File: config.mk
export PLATFORM = sky130hd
export DESIGN_NAME = sort4_sequencer
export DESIGN_NICKNAME = d
export VERILOG_FILES = /design/src/rtl/sort_pkg.sv /design/src/rtl/sort_cmp_swap.sv /design/src/rtl/sort4_sequencer.sv
export SDC_FILE = /design/constraint.sdc
export NUM_CORES = 1
export LEC_CHECK = 0
export ABC_AREA = 0
export CELL_PAD_IN_SITES_DETAIL_PLACEMENT = 1
export CELL_PAD_IN_SITES_GLOBAL_PLACEMENT = 1
export CORE_MARGIN = 3
export CORE_UTILIZATION = 42
export DETAILED_ROUTE_END_ITERATION = 6
export PLACE_DENSITY_LB_ADDON = 0.1
export SYNTH_ARGS = -nofsm -noshare
export SYNTH_HDL_FRONTEND = slang
export SYNTH_SLANG_ARGS = --single-unit
File: constraint.sdc
create_clock -name clk -period 3.45 [get_ports clk]
set_input_delay 0.69 -clock clk [delete_from_list [all_inputs] [get_ports clk]]
set_output_delay 0.69 -clock clk [all_outputs]
set_load 0.02 [all_outputs]
File: src/rtl/sort_pkg.sv
// Shared types and defaults for the burst sorter.
// Holds the sequencer state encoding and the sort-latency helper.
package sort_pkg;

  localparam int N_DEF = 4;
  localparam int W_DEF = 4;

  typedef enum logic [1:0] {
    S_LOAD,
    S_SORT,
    S_DRAIN
  } state_t;

  function automatic int sort_cycles(input int n);
    return (n - 1) * (n - 1);
  endfunction

endpackage

File: src/rtl/sort_cmp_swap.sv
// Combinational compare-and-swap cell.
// Reports the a/b relation and returns the ordered pair.
module sort_cmp_swap
  import sort_pkg::*;
#(
  parameter int W = W_DEF
) (
  input  logic [W-1:0] a,
  input  logic [W-1:0] b,
  output logic         gt,
  output logic         lt,
  output logic         eq,
  output logic [W-1:0] lo,
  output logic [W-1:0] hi
);

  assign gt = a > b;
  assign lt = a < b;
  assign eq = a == b;
  assign lo = gt ? b : a;
  assign hi = gt ? a : b;

endmodule

File: src/rtl/sort4_sequencer.sv
// Load / bubble-sort / drain sequencer for one burst of N samples.
// A single compare-and-swap cell is time-shared across all passes.
module sort4_sequencer
  import sort_pkg::*;
#(
  parameter int N = N_DEF,
  parameter int W = W_DEF
) (
  input  logic         clk,
  input  logic         rst,
  input  logic         in_valid,
  input  logic [W-1:0] in_data,
  output logic         in_ready,
  output logic         out_valid,
  output logic [W-1:0] out_data,
  output logic         out_last,
  input  logic         out_ready,
  output logic         busy
);

  localparam int CW = $clog2(N);
  localparam int PW = (N > 2) ? $clog2(N - 1) : 1;

  state_t          state;
  logic [CW-1:0]   wr_cnt;
  logic [CW-1:0]   rd_cnt;
  logic [CW-1:0]   idx;
  logic [CW-1:0]   idx_nx;
  logic [PW-1:0]   pass;
  logic [W-1:0]    mem [N];

  logic            gt;
  logic            lt;
  logic            eq;
  logic [W-1:0]    lo;
  logic [W-1:0]    hi;
  logic            swap_en;

  assign idx_nx = idx + 1'b1;

  sort_cmp_swap #(.W(W)) u_cmp (
    .a  (mem[idx]),
    .b  (mem[idx_nx]),
    .gt (gt),
    .lt (lt),
    .eq (eq),
    .lo (lo),
    .hi (hi)
  );

  // equal values stay put so the sort remains stable
  assign swap_en = (state == S_SORT) & gt & ~(lt | eq);

  always_ff @(posedge clk) begin
    if (rst) begin
      state  <= S_LOAD;
      wr_cnt <= '0;
      rd_cnt <= '0;
      idx    <= '0;
      pass   <= '0;
      for (int i = 0; i < N; i++) mem[i] <= '0;
    end else begin
      unique case (state)
        S_LOAD: begin
          if (in_valid) begin
            mem[wr_cnt] <= in_data;
            if (wr_cnt == CW'(N - 1)) begin
              wr_cnt <= '0;
              state  <= S_SORT;
            end else begin
              wr_cnt <= wr_cnt + 1'b1;
            end
          end
        end
        S_SORT: begin
          if (swap_en) begin
            mem[idx]    <= lo;
            mem[idx_nx] <= hi;
          end
          if (idx == CW'(N - 2)) begin
            idx <= '0;
            if (pass == PW'(N - 2)) begin
              pass   <= '0;
              rd_cnt <= '0;
              state  <= S_DRAIN;
            end else begin
              pass <= pass + 1'b1;
            end
          end else begin
            idx <= idx_nx;
          end
        end
        S_DRAIN: begin
          if (out_ready) begin
            if (rd_cnt == CW'(N - 1)) begin
              rd_cnt <= '0;
              state  <= S_LOAD;
            end else begin
              rd_cnt <= rd_cnt + 1'b1;
            end
          end
        end
        default: state <= S_LOAD;
      endcase
    end
  end

  assign in_ready  = !rst && (state == S_LOAD);
  assign busy      = !rst && (state == S_SORT);
  assign out_valid = !rst && (state == S_DRAIN);
  assign out_data  = out_valid ? mem[rd_cnt] : '0;
  assign out_last  = out_valid && (rd_cnt == CW'(N - 1));

endmodule

=== Yosys cells after proc, flatten, opt, wreduce, memory -nomap -nowiden ===
Memory sizes are Yosys's and may differ from the RTL's. A register that Yosys moved wholly into a read port is not among the register bits.
Cells that the tools add are included.

* Bits in registers: 10
* Logic and storage cells: 84
* Bits in writable memories: 16
* Memories: 1
* Input port bits: 8

* Multiplexer cells: 41
* Equality and inequality tests: 13
* Reductions and logical operators: 14
* Bitwise operators: 4
* Add/sub/neg operators: 4
* $lt $le $gt $ge: 2

{| class="wikitable"
|+ Memory list
! memory !! words !! bits a word !! read ports !! clocked after memory_dff !! write ports !! line !! RTL
|-
| mem || 4 || 4 || 3 || 2 || 4 || sort4_sequencer.sv:30 || <nowiki>logic [W-1:0] mem [N];</nowiki>
|}

{| class="wikitable"
|+ Operators by type and width
! cell !! count
|-
| two-way mux 2 bit || 20
|-
| two-way mux 4 bit || 6
|-
| two-way mux 1 bit || 13
|-
| OR reduction 4 bit || 3
|-
| equality test 2 bit (second input constant) || 5
|-
| adder 2 x 1 -> 2 bit (second input constant) || 4
|-
| inequality test 2 bit (second input constant) || 4
|-
| case mux 2 bit (3 select lines) || 1
|-
| AND reduction 6 bit || 1
|-
| equality test 4 bit || 1
|-
| > comparator 4 bit || 1
|-
| logical AND 1 bit || 4
|-
| < comparator 4 bit || 1
|-
| inequality test 2 x 1 -> 1 bit (second input constant) || 2
|-
| case mux 2 bit (2 select lines) || 1
|-
| AND reduction 2 bit || 2
|-
| AND reduction 4 bit || 1
|-
| bitwise AND 1 bit || 2
|-
| equality test 2 x 1 -> 1 bit (second input constant) || 1
|-
| zero test 2 bit || 1
|-
| nonzero test 2 bit || 1
|-
| zero test 1 bit || 1
|-
| inverter 1 bit || 1
|-
| bitwise OR 1 bit || 1
|}

=== Longest topological paths before layout ===
An unclocked memory read counts as a cell.

* Depth in word-level cells: 12
* Depth in mapped cells: 12
* Depth with buffers taken out: 10

=== Cells and area by module ===
From an unflattened synthesis, not the netlist that was laid out.

* Cell total of the unflattened synthesis: 182
* Area, all modules: 2188.3 um^2

{| class="wikitable"
|+ By module, submodules not included
! module !! area an instance (um^2) !! cells each !! instances
|-
| sort4_sequencer || 1965.6 || 158 || 1
|-
| sort_cmp_swap || 222.7 || 24 || 1
|}

=== Worst setup path after synthesis ===
Ideal clock, no wire load.

* Kind: register to register
* Start point: reg idx[0]
* End point: mem mem[1][0] (netlist name), enable pin
* Path slack: -0.059 ns
* Data arrival time: 3.204 ns
* Cell stages (with the launch flop): 11
* Cells stage by stage: dfxtp_1 > clkbuf_1 > inv_1 > ha_1 > mux4_2 > inv_1 > ha_1 > a21oi_1 > a21oi_4 > a221oi_2 > o21ai_0

{| class="wikitable"
|+ RTL lines
! what !! line !! RTL
|-
| from (decl) || sort4_sequencer.sv:27 || <nowiki>logic [CW-1:0] idx;</nowiki>
|-
| from (signal assigned) || sort4_sequencer.sv:90 || <nowiki>idx <= idx_nx;</nowiki>
|-
| to (decl) || sort4_sequencer.sv:30 ||
|}

=== Worst setup path after layout ===
* Start point: in rst
* End point: out out_data[1]

* Cells in the longest elaborated chain, start to end: 3

{| class="wikitable"
|+ RTL lines
! what !! line !! RTL
|-
| from (decl) || sort4_sequencer.sv:10 || <nowiki>input logic rst,</nowiki>
|-
| zero test 1 bit || sort4_sequencer.sv:110 || <nowiki>assign out_valid = !rst && (state == S_DRAIN);</nowiki>
|-
| logical AND 1 bit || sort4_sequencer.sv:110 ||
|-
| two-way mux 4 bit || sort4_sequencer.sv:111 || <nowiki>assign out_data = out_valid ? mem[rd_cnt] : '0;</nowiki>
|-
| to (decl) || sort4_sequencer.sv:15 || <nowiki>output logic [W-1:0] out_data,</nowiki>
|}

Every way passes these cells.

==> results by group <==
STA
  • Slew Limit Headroom: 0.621
  • Final setup viols: 0
  • Final Skew: 0.00612 ns
  • Worst-margin pin slew: 0.566 ns
  • RSZ-0062 raised after global routing: false
  • Fmax: 308 MHz
  • Final number of hold-violating endpoints: 0
  • Fin Setup TNS: 0 ns
  • Period minus WS final: 3.25 ns
  • Fin crit share: 0.941
  • WHS: 0.496 ns
  • Slew Limit Fails: 0

Layout
  • Fill count: 502
  • NumNets Final: 231
  • Post-route cell area: 0.00250 mm²
  • Diodes inserted: 0
  • Final std cells w/o fill: 276
  • Most frequent cells in the layout: edfxtp_1, clkdlybuf4s50_1, a21oi_1, dfxtp_1, nand4_1
  • Most common cell after layout, fill and taps aside: edfxtp_1
  • Area delta synth->final: 20.6%
  • Share of layout cells above drive strength 1: 0.256

Worst setup path
  • CP cell instances: clkdlybuf4s50_1 -> nor3b_1 -> and2_1 -> clkdlybuf4s50_1
  • Setup crit start kind: input pin
  • Crit Path Max Fanout: 6
  • Critical path's slowest cell: clkdlybuf4s50_1
  • CP endpoint kind: output pin
  • Most used cell, CP: clkdlybuf4s50_1
  • Buf/Inv on CP: 2
  • Crit path arrival time: 2.56 ns
  • Critical path type: input pin to output pin
  • Worst path top cell family by delay: buffers and inverters
  • Slowest Stage Delay on Critical Path: 0.60 ns
  • Worst EP required: 2.76 ns

Power and ir drop
  • Pwr dens: 339 mW/mm²
  • Clock Power Share: 0.376
  • Max rail drop VDD: 0.000161 V
  • Share of power burned in registers: 0.479
  • Logic pwr share: 0.146
  • NetSw: 0.222 mW
  • Sw Ratio: 0.262
  • Int Power: 0.626 mW
  • Overall power: 0.847 mW
  • Leakage: 0.905 nW

Clocking
  • CTS max path bufs: 2
  • CTS tree: built
  • CTS Root Cell: clkbuf_8
  • Worst-path clk slew: 0.06 ns
  • Post-CTS Hold Fix Bufs: 0
  • CTS buffer count: 5
  • CTS H-tree lvls: 2
  • Clock latency on the worst-skew pair: 0.28 ns
  • CTS sink cnt: 30
  • Post-CTS setup buffer count: 0

Placed design
  • Routability cong.: 0.871
  • Placed cells: 268
  • Area of placed instances: 0.00234 mm²
  • HPWL after DPL: 4650 µm
  • IO Port Bufs: 15

Global routing
  • Largest net degree at the start of global routing: 17
  • Initial antenna violation count: 0
  • Vias in the first global route: 1771
  • First-pass GRT wire length: 9650 µm
  • GRT Overall Usage: 0.213
  • GRT overflow: 0

Synthesis
  • #FFs+latches synth: 30
  • Syn_nets: 207
  • Synth Cell Area: 0.00208 mm²
  • Syn avg cell area: 11.2 µm²
  • Count of cell types in the netlist: 39
  • Yosys warning total: 0
  • Synth Instances: 186
  • Sequential share of the synthesized area: 0.366

Route
  • Starting DRC count in detailed routing: 121
  • DR DRC count: 0
  • 1st-pass router iterations: 4
  • DR vias: 1708
  • Avg WL per Cell: 21.2 µm
  • Post-DRT Antenna Nets: 0
  • Post-Route WL: 5850 µm
  • Vias per inst: 6.19

Floorplanning
  • Rows: 24
  • Die area: 0.00582 mm²
  • Starting Density: 0.455
  • Ports: 16
  • Die Y: 76.3 µm
  • Die Width: 76.3 µm
  • Core area: 0.00456 mm²

Outcome
  • Status: finished clean

Run
  • Max Cap Viol: 0

Hold path
  • HP Class: register to register
[routing by layer]
layer	routed length [µm]	GRT usage	up-vias
met4	46	0.0580	0
met3	226	0.0319	4
li1	-	-	791
met2	2840	0.351	43
met1	2740	0.292	870
met5	0	0	-
[logic make-up after synthesis]
kind of cell / count (synthesis) / share of synthesized area
muxes: 12 / 0.130
and+or+nand+nor: 62 / 0.183
buffers and inverters: 16 / 0.0398
adders and majority gates: 13 / 0.0784
DFF: 30 / 0.366
AOI/OAI and AO/OA: 53 / 0.203
[synthesized netlist by cell type (all sizes together)]
| master | instances | area (µm²) |
|---|---|---|
| dfxtp | 14 | 280 |
| nor2b | 4 | 25.0 |
| nand4 | 13 | 81.3 |
| mux4 | 12 | 270 |
| nor3b | 3 | 33.8 |
| a211oi | 1 | 12.5 |
| o211ai | 1 | 12.5 |
| nor2 | 11 | 41.3 |
| o41ai | 8 | 100 |
| nand2 | 8 | 30.0 |
| nor3 | 5 | 30.0 |
| nand4b | 1 | 8.76 |
| buf | 3 | 33.8 |
| a22o | 1 | 8.76 |
| nor4 | 1 | 6.26 |
| inv | 6 | 22.5 |
| o221ai | 1 | 8.76 |
| and2 | 8 | 50.1 |
| a21boi | 2 | 18.8 |
| a221oi | 1 | 15.0 |
| a21oi | 16 | 91.3 |
| and4b | 3 | 30.0 |
| ha | 13 | 163 |
| a22oi | 8 | 70.1 |
| o31ai | 4 | 30.0 |
| edfxtp | 16 | 480 |
| nand3b | 1 | 7.51 |
| and4 | 1 | 8.76 |
| o21ai | 9 | 45.0 |
| nand2b | 3 | 26.3 |
| a21o | 1 | 7.51 |
| clkbuf | 7 | 26.3 |
[worst register-to-register path, cell delays in order, from the launching register on]
cell and delay, ns:
dfxtp_1 0.33, inv_1 0.08, ha_4 0.32, mux4_2 0.56, inv_1 0.08, ha_1 0.26
and4_1 0.23, nand2b_4 0.16, a21o_1 0.19, o221ai_1 0.43, nand2_1 0.29
[through the flow]
step	setup slack (ns)	util
after floorplan	0.0982	-
after global placement	0.115	0.513
after detailed placement	-0.00637	0.513
after CTS	0.00503	0.537
after global routing	0.0395	0.548
final	0.204	0.548
[power by group through the flow]
stage | logic (mW) | clock network (mW) | registers, mW
2_1_floorplan | 0.0806 | 0 | 0.407
3_3_place_gp | 0.114 | 0 | 0.411
3_5_place_dp | 0.119 | 0 | 0.414
4_1_cts | 0.120 | 0.324 | 0.406
5_1_grt | 0.136 | 0.347 | 0.408
6_report | 0.123 | 0.318 | 0.406
[cell type report]
| class | count | area [µm²] | area share |
|---|---|---|---|
| Sequential cell | 30 | 761 | 0.304 |
| Multi-Input combinational cell | 140 | 1290 | 0.517 |
| Inverter | 6 | 22.5 | 0.00900 |
| Tap cell | 65 | 81.3 | 0.0325 |
| Clock inverter | 2 | 10.0 | 0.00400 |
| Clock buffer | 6 | 93.8 | 0.0375 |
| Timing Repair Buffer | 27 | 240 | 0.0960 |
[final timing paths]
| check | from | to | slack (ns) | cells after the start |
|---|---|---|---|---|
| worst max-delay path | rst | out_data[1] | 0.20 | 4 |
| worst min register to register | pass[1]$_SDFFE_PP0P_ | pass[1]$_SDFFE_PP0P_ | 0.50 | 2 |
| worst max register to register | idx[0]$_SDFFE_PP0N_ | mem[2][0]$_DFFE_PP_ | 0.20 | 10 |
| worst min-delay path | pass[1]$_SDFFE_PP0P_ | pass[1]$_SDFFE_PP0P_ | 0.50 | 2 |
[what timing repair did]
item / in CTS / in global routing
cloned: 0 / 0
resized for setup: 2 / 8
setup endpoints to repair: 5 / 23
pin swaps: 0 / 0
(Power assumes the default switching activity.)
